`src/rtl/mux_arbitro_rr.sv`:
```
`default_nettype none
// ============================================================================
// Module   : mux_arbitro_rr
// Purpose  : Two-lane buffered 2:1 mux with round-robin arbitration into a
//            single registered valid/ready output stage.
// Revision : 1.0 - initial release
// ============================================================================
module mux_arbitro_rr #(
  parameter int DATA_WIDTH = 8,
  parameter int FIFO_DEPTH = 4,
  parameter int ADDR_WIDTH = 2
) (
  input  logic                  clk,
  input  logic                  reset,
  input  logic [DATA_WIDTH-1:0] In0,
  input  logic                  valid0,
  input  logic [DATA_WIDTH-1:0] In1,
  input  logic                  valid1,
  input  logic                  ready_out,
  output logic [DATA_WIDTH-1:0] data_out,
  output logic                  outValid,
  output logic                  full0,
  output logic                  full1,
  output logic                  error0,
  output logic                  error1,
  output logic                  grant
);

  typedef enum logic [0:0] {
    P0 = 1'b0,
    P1 = 1'b1
  } prio_t;

  localparam logic [ADDR_WIDTH:0] c_depth = (ADDR_WIDTH + 1)'(FIFO_DEPTH);

  prio_t                 r_prio;
  logic [1:0]            w_valid;
  logic [1:0]            w_push;
  logic [1:0]            w_pop;
  logic [1:0]            w_full;
  logic [1:0]            w_nonempty;
  logic [1:0]            w_error;
  logic [DATA_WIDTH-1:0] w_in    [2];
  logic [DATA_WIDTH-1:0] w_rdata [2];
  logic                  w_can_load;
  logic                  w_load;
  logic                  w_sel;

  assign w_valid = {valid1, valid0};
  assign w_in[0] = In0;
  assign w_in[1] = In1;

  generate
    for (genvar i = 0; i < 2; i++) begin : g_lane
      logic [DATA_WIDTH-1:0] r_mem [FIFO_DEPTH];
      logic [ADDR_WIDTH-1:0] r_wp;
      logic [ADDR_WIDTH-1:0] r_rp;
      logic [ADDR_WIDTH:0]   r_cnt;
      logic                  r_error;

      // Full comes from registered count only, so a same-cycle pop never frees a slot for a push.
      assign w_full[i]     = (r_cnt == c_depth);
      assign w_nonempty[i] = (r_cnt != '0);
      assign w_push[i]     = w_valid[i] & ~w_full[i];
      assign w_rdata[i]    = r_mem[r_rp];
      assign w_error[i]    = r_error;

      always_ff @(posedge clk) begin
        if (w_push[i]) r_mem[r_wp] <= w_in[i];
      end

      always_ff @(posedge clk or posedge reset) begin
        if (reset) begin
          r_wp    <= '0;
          r_rp    <= '0;
          r_cnt   <= '0;
          r_error <= 1'b0;
        end else begin
          if (w_push[i]) r_wp <= r_wp + 1'b1;
          if (w_pop[i])  r_rp <= r_rp + 1'b1;
          if (w_push[i] && !w_pop[i])      r_cnt <= r_cnt + 1'b1;
          else if (!w_push[i] && w_pop[i]) r_cnt <= r_cnt - 1'b1;
          if (w_valid[i] && w_full[i]) r_error <= 1'b1;
        end
      end
    end
  endgenerate

  assign w_can_load = !outValid || ready_out;

  always_comb begin
    w_pop = 2'b00;
    if (w_can_load) begin
      if (r_prio == P0) begin
        if (w_nonempty[0])      w_pop = 2'b01;
        else if (w_nonempty[1]) w_pop = 2'b10;
      end else begin
        if (w_nonempty[1])      w_pop = 2'b10;
        else if (w_nonempty[0]) w_pop = 2'b01;
      end
    end
  end

  assign w_load = |w_pop;
  assign w_sel  = w_pop[1];

  always_ff @(posedge clk or posedge reset) begin
    if (reset) begin
      data_out <= '0;
      outValid <= 1'b0;
      grant    <= 1'b0;
      r_prio   <= P0;
    end else if (w_can_load) begin
      outValid <= w_load;
      if (w_load) begin
        data_out <= w_rdata[w_sel];
        grant    <= w_sel;
        r_prio   <= w_sel ? P0 : P1;
      end
    end
  end

  assign full0  = w_full[0];
  assign full1  = w_full[1];
  assign error0 = w_error[0];
  assign error1 = w_error[1];

endmodule
`default_nettype wire

```
`config.mk`:
```
export PLATFORM = sky130hd
export DESIGN_NAME = mux_arbitro_rr
export DESIGN_NICKNAME = d
export VERILOG_FILES = /design/src/rtl/mux_arbitro_rr.sv
export SDC_FILE = /design/constraint.sdc
export NUM_CORES = 1
export LEC_CHECK = 0
export CORE_UTILIZATION = 45
export CTS_BUF_LIST = sky130_fd_sc_hd__clkbuf_16
export DETAILED_ROUTE_END_ITERATION = 16
export DONT_BUFFER_PORTS = 1
export GPL_TIMING_DRIVEN = 1
export PLACE_DENSITY_LB_ADDON = 0.2
export RECOVER_POWER = 50
export SLEW_MARGIN = 20
export SYNTH_ARGS = -nofsm -noshare
export SYNTH_HDL_FRONTEND = slang
export SYNTH_SLANG_ARGS = --single-unit
```
`constraint.sdc`:
```
create_clock -name clk -period 2.7 [get_ports clk]
set_input_delay 0 -clock clk [delete_from_list [all_inputs] [get_ports clk]]
set_output_delay 0 -clock clk [all_outputs]
set_load 0.02 [all_outputs]
```
# ---- Yosys cells after proc, flatten, opt, wreduce, memory -nomap -nowiden
# Memories as Yosys holds them, arrays and structs flattened.
# Cells that the tools add are included.
dict set report totals {
  register_bits 27
  ram_bits 64
  input_bits 21
  out_inout_bits 14
  wordCells 66
  memories 2
}
dict set report classes {
  add_sub_neg 8
  n_lt_le_gt_ge 1
  eq_ne 2
  n_mux 18
  bitwise_logic 5
  n_reduce_logical 18
}
# memory depth word_bits read_ports rd_ports_with_merged_regs wr line
set mem_list {}
lappend mem_list {{g_lane[0].r_mem} 4 8 1 0 1 55} ;# logic [DATA_WIDTH-1:0] r_mem [FIFO_DEPTH];
lappend mem_list {{g_lane[1].r_mem} 4 8 1 0 1 55}
# operator count
set ops {}
lappend ops {{2-to-1 mux 8 bit} 3}
lappend ops {{2-to-1 mux 3 bit} 4}
lappend ops {{2-to-1 mux 2 bit} 5}
lappend ops {{adder 2 x 1 -> 2 bit (second input constant)} 4}
lappend ops {{adder 3 x 1 -> 3 bit (second input constant)} 2}
lappend ops {{equality test 3 bit (second input constant)} 2}
lappend ops {{logical AND 1 bit} 6}
lappend ops {{2-to-1 mux 1 bit} 6}
lappend ops {{nonzero test 3 bit} 2}
lappend ops {{subtractor 3 x 1 -> 3 bit (second input constant)} 2}
lappend ops {{zero test 1 bit} 5}
lappend ops {{nonzero test 2 bit} 2}
lappend ops {{AND 1 bit} 2}
lappend ops {{greater-or-equal comparator 2 bit (second input constant)} 1}
lappend ops {{NOT 1 bit} 2}
lappend ops {{NOT 1 -> 2 bit} 1}
lappend ops {{AND reduction 2 bit} 1}
lappend ops {{OR reduction 2 bit} 1}
lappend ops {{logical OR 1 bit} 1}

# ---- Longest topological paths before layout
# Gate-level depths: netlist of run 1.
dict set report logic_depth {
  depth_word 9
  ltp_mapped 10
  depth_no_buf 9
}

# ---- Worst setup path after synthesis of run 1
# Ideal clock, no wire load.
dict set report synth_path {
  kind {register to register}
  start {reg g_lane[0].r_cnt[0]}
  end {reg g_lane[1].r_cnt[1]}
  setup_ns 0.125
  arrival_ns 2.346
  required_time_ns 2.575
  path_slack_ns 0.230
  path_stages_with_launch 9
  n_path_buf 1
  synth_period_minus_slack_ns 2.470
  cell_sequence {dfrtp_1 or3_1 buf_6 a211oi_4 inv_2 ha_1 inv_1 fa_1 mux2_2}
}
dict set report synth_via {
  elab_chain_cells 7
  word_cells_on_any_way 9
  classes_between {mux: 4; reduce/logical: 5}
}
# element line
set synth_lines {}
lappend synth_lines {{start, declared} 58} ;# logic [ADDR_WIDTH:0] r_cnt;
lappend synth_lines {{start signal, assigned} 81} ;# if (w_push[i] && !w_pop[i]) r_cnt <= r_cnt + 1'b1;
lappend synth_lines {{start signal, assigned} 82} ;# else if (!w_push[i] && w_pop[i]) r_cnt <= r_cnt - 1'b1;
lappend synth_lines {{nonzero test 3 bit *} 63} ;# assign w_nonempty[i] = (r_cnt != '0);
lappend synth_lines {{2-to-1 mux 2 bit *} 95} ;# if (w_nonempty[0]) w_pop = 2'b01;
lappend synth_lines {{2-to-1 mux 2 bit *} 94} ;# if (r_prio == P0) begin
lappend synth_lines {{2-to-1 mux 2 bit *} 93} ;# if (w_can_load) begin
lappend synth_lines {{zero test 1 bit} 81}
lappend synth_lines {{logical AND 1 bit} 81}
lappend synth_lines {{2-to-1 mux 3 bit or nonzero test 2 bit (tied branches)} -}
lappend synth_lines {{end signal, assigned} 81}
lappend synth_lines {{end signal, assigned} 82}
lappend synth_lines {{end, declared} 58}
# Mark *: on every way between the ends. The rest lies on a longest branch, timed or not.
# A chain may end at the register's enable or synchronous reset.

# ---- Worst setup path in the final report of run 1
# Ends and elaborated chain as after synthesis.

==> summary.txt, run 1 <==
power per cell area -> 1140 mW/mm²
DPL Wire Length -> 4.06 mm
core area -> 0.00781 mm²
Final Max Tran Viols -> 0
Initial Util -> 47.2%
Clk Latency, worst-skew pair -> 330 ps
WL/cell -> 17.1 µm
Layout area overhead -> 17.5%
Die X -> 92.5 µm
Switching Share -> 32.4%
vias per cell -> 5.21
post-CTS setup buffers -> 0
fillers -> 648
ANT nets after route -> 0
final hold violations -> 0
sequential share of power -> 48.1%
Mapped Cells -> 212
commonest cells after routing, fill and taps aside -> edfxtp_1 (64), dfrtp_1 (27), dlygate4sd3_1 (20), mux4_2 (16), nand2_1 (13)
Syn. warnings -> 0
total wire length -> 6.00 mm
Clock Power Share -> 25.2%
Register Area -> 0.00260 mm²
vias -> 1,825
worst min path class -> input pin to flop
combinational group share of total power -> 26.7%
Die H -> 92.5 µm
Post-synth EDFFs -> 64
Initial DRC Count -> 79
final clock skew -> 9.83 ps
multi-input logic area -> 0.00101 mm²
Pre-antenna DRT Iters -> 4
gp weighted congestion -> 0.737
Synth top area share -> 52.1%
DP Cell Count -> 314
clk buf depth -> 2
asr flop ratio synth -> 29.7%
CTS Buf Count -> 9
synthesis-stage register bit count -> 91
total grt overflow -> 0
startpoint types -> flop
Worst-path clk slew -> 60 ps
CTS tree -> built
VDD IR max -> 0.000414 V
CTS root buf -> clkbuf_16
net load switching power -> 1.60 mW
Ant. Diodes -> 0
fraction of layout cells with a size suffix above 1 -> 17.7%
top_reg_cell synth -> edfxtp_1
setup TNS -> 0 ps
critical path arrival -> 2620 ps
fin crit period -> 2400 ps
std cell rows -> 32
number of global-route vias before repair -> 1,944
CTS Sinks -> 91
cell taking the most area after synthesis -> edfxtp_1
Setup WS post-layout -> 297 ps
maximum clock rate -> 0.416 GHz
Leakage -> 1.60 nW
Netlist cell types -> 32
maximum fanout along the worst path -> 5
Tot GR Track Use -> 16.0%
commonest non-fill, non-tap cell in the layout -> edfxtp_1
pin count of the biggest net entering global routing -> 28
Netlist Area Pre-Place -> 0.00369 mm²
Final Util -> 55.5%
dpl cell area -> 0.00383 mm²
maxcap violations -> 0
IO Count -> 35
top post-synthesis cells by area -> edfxtp_1 (52%), dfrtp_1 (18%), mux4_2 (9.8%), ha_1 (3.4%), xnor2_1 (1.7%)
Crit path required time -> 2910 ps
Total Nets Final -> 276
worst slack, placed -> 310 ps
Crit Path Class -> flop to flop
status -> complete, no violations
Internal Power -> 3.33 mW
Die Area -> 0.00856 mm²
CP Capture Type -> flop
fraction of the cycle the final worst path needs -> 89.0%
H-tree Lvls -> 3
sequential share of the synthesized area -> 70.4%
fin cells -> 350
actual slew at the worst max-slew pin -> 1040 ps
Hold Slack -> 47.4 ps
headroom to the max-slew limit -> 30.8%
DRC viols -> 0
global-route wire length before repair -> 9.87 mm
Post-Synthesis Mean Instance Area -> 17.4 µm²
final setup violation count -> 0
Pwr Total -> 4.92 mW
RSZ-0062 raised after global routing -> false
Synth Net Count -> 245
post-route cell area -> 0.00433 mm²
IO Port Bufs -> 0
initial antenna violation count -> 0
worst paths after layout:
check / from / end / slack, ps / depth (start not counted)
max in group asynchronous: reset / g_lane[1].r_wp[0] / 1710 / 2
min reg2reg: g_lane[0].r_cnt[2] / g_lane[0].r_cnt[2] / 500 / 1
min in group asynchronous: reset / error0 / 360 / 2
max reg2reg: g_lane[0].r_cnt[0] / g_lane[1].r_cnt[1] / 300 / 7
min: valid1 / g_lane[1].r_wp[0] / 50 / 3
max: g_lane[0].r_cnt[0] / g_lane[1].r_cnt[1] / 300 / 7
area by class of cell:
| class | instances | area share (%) |
|---|---|---|
| clock inverters | 7 | 1.73 |
| multi-input cells | 103 | 23.4 |
| inverters | 11 | 0.953 |
| well taps | 102 | 2.95 |
| flip-flops and latches | 91 | 60.0 |
| repair buffers | 27 | 5.83 |
| clock buffers | 9 | 5.20 |
cells in the mapped netlist (all sizes together), types with 2 or more instances:
cell    number
nor2         4
or3          2
nor3b        2
nor3         3
ha          10
mux4        16
a22oi        7
dfrtp       27
clkbuf       3
a21oi        2
inv         11
xnor2        7
buf          4
xor2         5
and2         8
a21o         2
nand2       13
mux2         2
o21ai       10
nor2b        3
fa           2
edfxtp      64
state kept, by name, indices dropped and copies added, names as in the netlist:
name and cells:
g_lane.r_rp 4, g_lane.r_mem 64, error1 1, data_out 8, g_lane.r_cnt 6, error0 1
grant 1, outValid 1, r_prio 1, g_lane.r_wp 4
per-layer routing:
layer | global-route usage [%] | vias to the layer above | part of all wire [%]
met5 | 0 | - | 0
met4 | 7.42 | 0 | 1.7
met3 | 4.35 | 9 | 5.4
met2 | 24.0 | 46 | 47
met1 | 21.8 | 914 | 45
li1 | - | 856 | -
worst max-delay path, cell delays in order (launching register included):
cell	delay, ps
dfrtp_1	440
or3_1	500
a211oi_4	300
inv_2	100
ha_1	210
inv_1	70
fa_1	400
mux2_2	260
kinds of logic after synthesis:
kind of cell	count (synthesis)	share of synthesized area [%]
compound gates	24	4.65
xor+xnor	12	2.85
fa+ha+maj	12	4.48
buf+inv	18	2.10
flops	91	70.4
mux	18	10.4
simple gates	37	5.09
what timing repair did:
item,4_1_cts,5_1_grt
endpoints found under the hold margin,94,0
resized for setup,0,0
hold buffers,20,0
power groups by stage:
| stage | registers (mW) | logic (mW) | clock network [mW] |
|---|---|---|---|
| after CTS | 2.39 | 1.35 | 1.27 |
| final | 2.37 | 1.32 | 1.24 |
| after global placement | 2.41 | 1.29 | 0 |
| after detailed placement | 2.41 | 1.31 | 0 |
| after global routing | 2.44 | 1.48 | 1.32 |
| after floorplan | 2.20 | 1.15 | 0 |
Power figures use the tool's default switching activity.
==> run 2: changes to the inputs <==
--- a/config.mk
+++ b/config.mk
@@ -5,8 +5,10 @@
 export SDC_FILE = /design/constraint.sdc
 export NUM_CORES = 1
 export LEC_CHECK = 0
+export ABC_AREA = 1
 export CORE_UTILIZATION = 45
 export CTS_BUF_LIST = sky130_fd_sc_hd__clkbuf_16
+export CTS_CLUSTER_DIAMETER = 150
 export DETAILED_ROUTE_END_ITERATION = 16
 export DONT_BUFFER_PORTS = 1
 export GPL_TIMING_DRIVEN = 1
==> run 2 against run 1 <==
The run now ends with design-rule violations left. Design area is 11% higher. Fmax is 12% higher. Synthesized cell count is 95% higher. Sequential power hardly changed. Clock power is 4% higher. Largest cell class unchanged.
==> summary.txt, run 2 <==
top post-synthesis cells by count -> nand2_1 (151), inv_1 (68), edfxtp_1 (64)
Leakage -> 2.27 nW (+42%)
vias per cell -> 4.64 (-11%)
GRT met3 Usage -> 3.65% (-0.70 points)
critical path arrival -> 2360 ps (-260 ps)
Worst-path clk slew -> 60 ps (about the same)
most common cell in the synthesized netlist -> nand2_1
initial antenna violation count -> 0 (unchanged)
number of global-route vias before repair -> 2,580 (+33%)
worst min path class -> input pin to flop
fillers -> 756 (+17%)
Initial Util -> 47.2% (about the same)
Total Nets Final -> 477 (+73%)
vias -> 2,585 (+42%)
Crit Path Class -> flop to flop
M1 GR Usage -> 23.9% (+2.1 points)
final clock skew -> 7.65 ps (-2.18 ps)
CTS root buf -> clkbuf_16
fraction of the cycle the final worst path needs -> 79.3% (-9.7 points)
total grt overflow -> 0 (unchanged)
startpoint types -> flop
fraction of layout cells with a size suffix above 1 -> 10.9% (-6.8 points)
maxcap violations -> 0 (unchanged)
IO Port Bufs -> 0 (unchanged)
RSZ-0062 raised after global routing -> false
Die Area -> 0.00967 mm² (+13%)
CTS tree -> built
Pwr Total -> 5.67 mW (+15%)
Ant. Diodes -> 0 (unchanged)
pin count of the biggest net entering global routing -> 28 (unchanged)
status -> finished with violations
clk buf depth -> 2 (unchanged)
gp weighted congestion -> 0.794 (+7.8%)
busiest grt layer -> met2
std cell rows -> 34 (+6.3%)
asr flop ratio synth -> 29.7% (unchanged)
Clk Latency, worst-skew pair -> 340 ps (about the same)
power per cell area -> 1180 mW/mm² (+3.8%)
DPL Wire Length -> 5.06 mm (+25%)
DRC viols -> 4 (+4)
multi-input logic area -> 0.00121 mm² (+20%)
setup TNS -> 0 ps (unchanged)
Final Max Tran Viols -> 0 (unchanged)
top_reg_cell synth -> edfxtp_1
fin crit period -> 2140 ps (-263 ps)
maximum clock rate -> 0.467 GHz (+12%)
Synth Net Count -> 447 (+82%)
cts repair resizes -> 0 (unchanged)
WL/cell -> 13.5 µm (-21%)
CTS Sinks -> 91 (unchanged)
IO Count -> 35 (unchanged)
CP Capture Type -> flop
final setup violation count -> 0 (unchanged)
Register Area -> 0.00260 mm² (unchanged)
Crit path required time -> 2920 ps (about the same)
Pre-antenna DRT Iters -> 10 (+6)
sequential share of the synthesized area -> 62.2% (-8.3 points)
Die X -> 98.4 µm (+6.3%)
Post-synth EDFFs -> 64 (unchanged)
top flop regs -> g_lane.r_mem x64, data_out x8, g_lane.r_cnt x6
Post-CTS Hold Buffers -> 20 (unchanged)
Netlist Area Pre-Place -> 0.00418 mm² (+13%)
number of flip-flops in the largest register -> 64 (unchanged)
top post-synthesis cells by area -> edfxtp_1 (46%), dfrtp_1 (16%), nand2_1 (14%), inv_1 (6.1%), ha_1 (3.0%)
CTS Buf Count -> 9 (unchanged)
post-CTS setup buffers -> 0 (unchanged)
global-route wire length before repair -> 12.9 mm (+30%)
cell taking the most area after synthesis -> edfxtp_1
VDD IR max -> 0.000458 V (+11%)
Post-Synthesis Mean Instance Area -> 10.1 µm² (-42%)
Mapped Cells -> 414 (+95%)
Synth top area share -> 46.0% (-6.1 points)
final hold violations -> 0 (unchanged)
total wire length -> 7.54 mm (+26%)
commonest cells after routing, fill and taps aside -> nand2_1 (151), inv_1 (72), edfxtp_1 (64), dfrtp_1 (27), nand3_1 (25)
headroom to the max-slew limit -> 28.6% (-2.2 points)
Final Util -> 54.3% (-1.2 points)
H-tree Lvls -> 3 (unchanged)
Die H -> 98.4 µm (+6.3%)
ANT nets after route -> 0 (unchanged)
Layout area overhead -> 15.0%
Syn. warnings -> 0 (unchanged)
Initial DRC Count -> 65 (-18%)
synthesis-stage register bit count -> 91 (unchanged)
commonest non-fill, non-tap cell in the layout -> nand2_1
Tot GR Track Use -> 17.7% (+1.6 points)
met2 Usage GRT -> 28.0% (+4.0 points)
Netlist cell types -> 25 (-22%)
actual slew at the worst max-slew pin -> 1070 ps (+33.0 ps)
Hold Slack -> 360 ps (+312 ps)
maximum fanout along the worst path -> 6 (+1)
failing checks -> design-rule violations
Largest Register -> g_lane.r_mem
core area -> 0.00885 mm² (+13%)
==> run 2: changes by cell type after synthesis, sizes merged, moves of 7 or more <==
cell	delta
nand2	+150
inv	+66
nand3	+26
mux4	-16
nor2	+9
and2	-8
a22oi	-7
==> run 2: worst paths after layout <==
| kind | from | to | slack, ps | cells past startpoint |
|---|---|---|---|---|
| setup reg to reg | g_lane[0].r_cnt[0] | g_lane[0].r_cnt[1] | 560 | 8 |
| hold reg to reg | g_lane[0].r_cnt[2] | error0 | 570 | 1 |
| max in group asynchronous | reset | g_lane[0].r_cnt[1] | 1680 | 2 |
| min in group asynchronous | reset | data_out[4] | 380 | 2 |
| hold / removal | In0[4] | g_lane[0].r_mem[2][4] | 360 | 1 |
| setup / recovery | g_lane[0].r_cnt[0] | g_lane[0].r_cnt[1] | 560 | 8 |
==> run 2: cell type report <==
class	instances	area share (%)
multi-input combinational	237	25.2
timing repair buffer	28	5.42
tap	108	2.81
inverter	77	6.17
sequential	91	54.1
clock buffer	9	4.69
clock inverter	7	1.64
==> run 2: logic make-up after synthesis <==
family                   share of synthesized area (%)
AND/OR/NAND/NOR                                   21.0
XOR/XNOR                                          1.68
AO/OA/AOI/OAI                                     1.83
flip-flops                                        62.2
multiplexers                                     0.539
buffers and inverters                             8.86
adder cells (fa/ha/maj)                           3.95
==> run 2: per-layer routing <==
metal  share of wire (%)  vias to the layer above  wire length (µm)
li1                    -                     1342                 -
met1                  48                     1199              3640
met3                 2.7                       12               207
met4                 1.6                        0               118
met5                   0                        -                 0
met2                  47                       32              3570
==> run 2: report_power, final <==
part	internal (mW)	switching [mW]	total, mW
clock	0.794	0.494	1.29
combinational	0.725	1.29	2.02
sequential	1.92	0.435	2.36
==> run 2: critical path, cell delays in order, from the launching register on <==
cell and delay, ps:
dfrtp_1 450, nor2_4 190, nand2_1 80, nand2_1 190
inv_1 110, ha_1 200, inv_1 100, fa_1 430
mux2_2 270
==> run 2: metrics by stage <==
step	cell area [µm²]	setup WS, ps	instances
finish	4800	560	557
global placement	4300	641	521
floorplan	4180	709	414
CTS	4800	551	557
detailed placement	4300	570	521
global route	4800	411	557
